<file path="src/rtl/pnode.sv">
// Perceptron node: decodes address/command frames from a shared byte stream, holds weight/input files,
// runs a sequential signed MAC with ReLU-clip activation. Define PNODE_SAT_EN for a saturating accumulator.
module pnode #(
  parameter int          N_IN  = 4,
  parameter int          ACC_W = 20,
  parameter logic [7:0]  BCAST = 8'hFF
) (
  input  logic       clk,
  input  logic       nRst,
  input  logic [7:0] address,
  input  logic [7:0] in_data,
  input  logic       in_valid,
  output logic       in_ready,
  output logic [7:0] out_data,
  output logic       out_valid,
  input  logic       out_ready,
  output logic       busy
);

  localparam int IW = (N_IN > 1) ? $clog2(N_IN) : 1;
  localparam int CW = $clog2(N_IN + 1);
  localparam logic signed [ACC_W-1:0] ACC_ZERO = '0;
  localparam logic signed [ACC_W-1:0] ACT_MAX  = ACC_W'(127);

  typedef enum logic [2:0] {S_ADDR, S_CMD, S_DATA, S_RUN, S_OUT} state_t;

  state_t                   state_reg;
  logic                     in_ready_reg, out_valid_reg, busy_reg, match_reg;
  logic [7:0]               out_data_reg, result_reg;
  logic [2:0]               op_reg;
  logic [4:0]               idx_reg;
  logic [CW-1:0]            cnt_reg;
  logic signed [ACC_W-1:0]  acc_reg, acc_next;
  logic signed [7:0]        weight_w [N_IN];
  logic signed [7:0]        x_w [N_IN];

  logic        xfer, clr_fire, wr_w, wr_x;
  logic [2:0]  cmd_op;
  logic [IW-1:0] mac_idx;
  logic signed [15:0] w_ext, x_ext, prod;
  logic [7:0]  act;

  assign in_ready  = in_ready_reg;
  assign out_valid = out_valid_reg;
  assign out_data  = out_data_reg;
  assign busy      = busy_reg;

  assign xfer     = in_valid & in_ready_reg;
  assign cmd_op   = in_data[7:5];
  assign clr_fire = xfer && (state_reg == S_CMD) && match_reg && (cmd_op == 3'd5);
  assign wr_w     = xfer && (state_reg == S_DATA) && match_reg && (op_reg == 3'd1);
  assign wr_x     = xfer && (state_reg == S_DATA) && match_reg && (op_reg == 3'd2);

  // Register files live in flops: CLR must wipe every entry in a single cycle.
  genvar gi;
  generate
    for (gi = 0; gi < N_IN; gi++) begin : g_regs
      logic signed [7:0] w_q, x_q;
      always_ff @(posedge clk) begin
        if (nRst || clr_fire) begin
          w_q <= '0;
          x_q <= '0;
        end else begin
          if (wr_w && idx_reg == 5'(gi)) w_q <= in_data;
          if (wr_x && idx_reg == 5'(gi)) x_q <= in_data;
        end
      end
      assign weight_w[gi] = w_q;
      assign x_w[gi]      = x_q;
    end
  endgenerate

  assign mac_idx = cnt_reg[IW-1:0];
  assign w_ext   = 16'(weight_w[mac_idx]);
  assign x_ext   = 16'(x_w[mac_idx]);
  assign prod    = w_ext * x_ext;

`ifdef PNODE_SAT_EN
  localparam logic signed [ACC_W-1:0] SAT_MAX = {1'b0, {(ACC_W-1){1'b1}}};
  localparam logic signed [ACC_W-1:0] SAT_MIN = {1'b1, {(ACC_W-1){1'b0}}};
  logic signed [ACC_W:0] sum_ext;
  assign sum_ext = $signed({acc_reg[ACC_W-1], acc_reg}) + $signed((ACC_W+1)'(prod));
  // One guard bit exposes overflow; clamp toward the side the sum escaped.
  always_comb begin
    acc_next = sum_ext[ACC_W-1:0];
    if (sum_ext[ACC_W] != sum_ext[ACC_W-1])
      acc_next = sum_ext[ACC_W] ? SAT_MIN : SAT_MAX;
  end
`else
  assign acc_next = acc_reg + ACC_W'(prod);
`endif

  always_comb begin
    act = acc_reg[7:0];
    if (acc_reg <= ACC_ZERO)   act = 8'd0;
    else if (acc_reg > ACT_MAX) act = 8'd127;
  end

  always_ff @(posedge clk) begin
    if (nRst) begin
      state_reg     <= S_ADDR;
      in_ready_reg  <= 1'b0;
      out_valid_reg <= 1'b0;
      out_data_reg  <= '0;
      busy_reg      <= 1'b0;
      match_reg     <= 1'b0;
      op_reg        <= '0;
      idx_reg       <= '0;
      cnt_reg       <= '0;
      acc_reg       <= '0;
      result_reg    <= '0;
    end else begin
      case (state_reg)
        S_ADDR: begin
          in_ready_reg <= 1'b1;
          if (xfer) begin
            match_reg <= (in_data == address) || (in_data == BCAST);
            state_reg <= S_CMD;
          end
        end
        S_CMD: begin
          if (xfer) begin
            op_reg  <= cmd_op;
            idx_reg <= in_data[4:0];
            if (cmd_op == 3'd1 || cmd_op == 3'd2) begin
              state_reg <= S_DATA;
            end else if (match_reg && cmd_op == 3'd3) begin
              state_reg    <= S_RUN;
              in_ready_reg <= 1'b0;
              acc_reg      <= '0;
              cnt_reg      <= '0;
            end else if (match_reg && cmd_op == 3'd4) begin
              state_reg     <= S_OUT;
              in_ready_reg  <= 1'b0;
              out_valid_reg <= 1'b1;
              out_data_reg  <= result_reg;
            end else begin
              state_reg <= S_ADDR;
            end
          end
        end
        S_DATA: begin
          if (xfer) state_reg <= S_ADDR;
        end
        S_RUN: begin
          // One MAC per cycle; the extra cycle after the last MAC latches the activation.
          if (cnt_reg == CW'(N_IN)) begin
            result_reg   <= act;
            busy_reg     <= 1'b0;
            in_ready_reg <= 1'b1;
            state_reg    <= S_ADDR;
          end else begin
            acc_reg  <= acc_next;
            cnt_reg  <= cnt_reg + CW'(1);
            busy_reg <= 1'b1;
          end
        end
        S_OUT: begin
          if (out_ready) begin
            out_valid_reg <= 1'b0;
            in_ready_reg  <= 1'b1;
            state_reg     <= S_ADDR;
          end
        end
        default: state_reg <= S_ADDR;
      endcase
    end
  end

endmodule

</file>
<file path="config.mk">
export PLATFORM = sky130hd
export DESIGN_NAME = pnode
export DESIGN_NICKNAME = d
export VERILOG_FILES = /design/src/rtl/pnode.sv
export SDC_FILE = /design/constraint.sdc
export NUM_CORES = 1
export LEC_CHECK = 0
export BUFFER_PORTS_ARGS = -buffer_cell sky130_fd_sc_hd__buf_2
export CAP_MARGIN = 15
export CORE_MARGIN = 3
export CORE_UTILIZATION = 53
export CTS_CLUSTER_DIAMETER = 50
export CTS_CLUSTER_SIZE = 16
export DETAILED_ROUTE_END_ITERATION = 8
export PLACE_DENSITY_LB_ADDON = 0.3
export SETUP_SLACK_MARGIN = 0.02
export SYNTH_ARGS = -nofsm -noshare
export SYNTH_HDL_FRONTEND = slang
export SYNTH_SLANG_ARGS = --single-unit
</file>
<file path="constraint.sdc">
create_clock -name clk -period 6.15 [get_ports clk]
set_clock_uncertainty 0.2 [all_clocks]
set_input_delay 0.3075 -clock clk [delete_from_list [all_inputs] [get_ports clk]]
set_output_delay 0.3075 -clock clk [all_outputs]
set_load 0.03 [all_outputs]
</file>
==> impl_metrics.tcl <==
set metrics [dict create \
    status "complete, no violations" \
    synth.area.mux_share 0.0809 \
    firstDrtPassIters 7 \
    power.density_nw_per_um2 186 \
    ys_seq_elements 118 \
    io_buffers 30 \
    clockRootBuffer "clkbuf_16" \
    die_h_um 134 \
    cts_tree "yes" \
    io-pin-count 31 \
    finalHoldViolations 0 \
    leakagePower_nw 4.34 \
    yosys.area_share.simple 0.181 \
    clock_path_buffers 2 \
    fmax_ghz 0.170 \
    crit_arrival_ps 6000 \
    die_area_um2 17900 \
    dr_total_vias 6497 \
    synth-edff-count 0 \
    synth-compound-area-share 0.0955 \
    crit_path_max_fanout 8 \
    period_share 0.957 \
    synth_flop_cell "dfxtp_1" \
    clk_transition_reported_paths_ps 60 \
    gp_congestion 0.896 \
    antenna_left 0 \
    crit_top_cell "fa_1" \
    post_cts_buffers 0 \
    min_period_ps 5880 \
    slew_headroom 0.256 \
    maxCapViolations 0 \
    syn-mean-instance-area_um2 9.11 \
    final_layout_size_suffix_gt1_frac 0.111 \
    mostFrequentLayoutCells "nand2_1, dfxtp_1, inv_1, fa_1, a21oi_1" \
    end_kind "register" \
    synthTopCellsByArea "dfxtp_1, fa_1, ha_1, nand2_1, inv_1" \
    n_antenna_cell 0 \
    nNetsFinal 1122 \
    synthDistinctLibCells 64 \
    dp_hpwl_um 14400 \
    cts.sinks 118 \
    maxSlewViolCount 0 \
    grt_max_degree 65 \
    async_flop_share 0 \
    num_rows 46 \
    final_common_cell "nand2_1" \
    synth_top_area_cell "dfxtp_1" \
    grt_first_pass_wirelength_um 32900 \
    synth_xor_area_frac 0.0273 \
    path_cells "mux4_2 -> or2_2 -> fa_1 -> fa_1 -> inv_1 -> fa_1 -> fa_1 -> fa_1 -> ha_1 -> a21o_2 -> a21oi_4 -> a21oi_2 -> o211a_1 -> or3_1 -> a32o_1" \
    ys_warn_count 0 \
    synth_cells 949 \
    total_power_mw 1.77 \
    synth_top_family_by_area "adder cells" \
    cts_buffers 17 \
    finalSetupViolations 0 \
    core-area_um2 15900 \
    die_x_um 134 \
    clock_latency_ps 420 \
    syn_nets 1105 \
    fill_cells 1364 \
    rsz0062_at_grt "false" \
    drt-initial-drc-count 502 \
    crit_type "reg -> reg" \
    area_growth_pct 9.94 \
    netlist_area_um2 8650 \
    grt-ovfl-total 0 \
    hold_class "in -> reg" \
    track_usage 0.231 \
    critPathTopFamily "adder cells" \
    via_per_inst 5.44 \
    routed_wl_um 19300 \
    critical-path-max-stage-delay_ps 610 \
    start_kind "register" \
    setup_tns_ps 0 \
    worst-path-buf-inv 1 \
    ir_drop_uv 207 \
    initial_core_util 0.543 \
    drc 0 \
    crit_required_ps 6260 \
    synth_top_area_share 0.273 \
    tightest_slew_ps 1120 \
    grt_antenna_before_repair 0 \
    synth-adder-area-share 0.273 \
    first_global_vias 6578 \
    yosysSeqAreaShare 0.273 \
    htree_levels 4 \
    wire_per_inst_um 16.2 \
    cp_slowest_cell "mux4_2" \
]
[layout make-up]
class                   count  area, um^2  area share
clock buffers              20         447      0.0470
clock inverters            12         104      0.0109
inverters                 107         402      0.0422
multi-input cells         683        5690       0.599
flip-flops and latches    118        2360       0.248
well taps                 216         270      0.0284
repair buffers             39         233      0.0245
[synthesized netlist by cell type (all sizes together), types with 5 or more instances]
library cell,n
nand2,150
dfxtp,118
inv,107
fa,88
a21oi,80
nor2,69
ha,48
and2,38
mux2i,35
nand3,32
o21ai,26
buf,25
xnor2,17
clkbuf,16
mux4,15
nor3,13
xor2,10
nor2b,7
nor4,6
a21o,5
[final timing paths]
check	from	to	slack (ps)	cells after the start
max reg2reg	cnt_reg[1]	acc_reg[16]	270	15
min	in_data[2]	g_regs[1].w_q[2]	60	3
min reg2reg	g_regs[0].w_q[1]	g_regs[0].w_q[1]	250	2
max	cnt_reg[1]	acc_reg[16]	270	15
[kinds of logic after synthesis]
| group | Yosys count |
|---|---|
| DFF | 118 |
| xor gates and xnor gates | 27 |
| and+or+nand+nor | 332 |
| adders and majority gates | 136 |
| buffers and inverters | 148 |
| muxes | 51 |
| AOI/OAI and AO/OA | 137 |
[timing repair]
item	CTS	global route
resized for setup	0	3
hold buffers	1	0
hold endpoints to repair	2	0
setup endpoints to repair	0	5
[through the flow]
step | cell area (um^2) | hold WS [ps] | setup slack, ps | std cells | util
floorplan | 8650 | 223 | 89.2 | 949 | -
global route | 9510 | 80.1 | 53.2 | 1195 | 0.596
finish | 9510 | 56.0 | 266 | 1195 | 0.596
detailed placement | 8950 | 244 | 232 | 1162 | 0.561
CTS | 9510 | 46.3 | 227 | 1195 | 0.596
global placement | 8950 | 239 | 354 | 1162 | 0.561
[worst register-to-register path, cell delays in order, from the launching register on]
cell     delay (ps)
dfxtp_1         410
mux4_2          610
or2_2           320
fa_1            520
fa_1            550
inv_1            50
fa_1            500
fa_1            520
fa_1            440
ha_1            360
a21o_2          240
a21oi_4         170
a21oi_2         100
o211a_1         250
or3_1           310
a32o_1          250
[where the power goes]
group | total (mW) | internal, mW | switching (mW) | leakage (nW)
registers | 0.771 | 0.768 | 0.00350 | 0.951
clock network | 0.936 | 0.564 | 0.372 | 0.266
logic | 0.0617 | 0.0178 | 0.0439 | 3.12
total | 1.77 | 1.35 | 0.419 | 4.34
[metal layers]
| metal | vias up | GRT usage | routed length, um |
|---|---|---|---|
| met4 | 0 | 0.0789 | 378 |
| met5 | - | 0 | 0 |
| met3 | 27 | 0.0359 | 987 |
| li1 | 3138 | - | - |
| met1 | 3158 | 0.317 | 8780 |
| met2 | 174 | 0.375 | 9180 |
No activity file was read; power rests on OpenSTA's default activity.
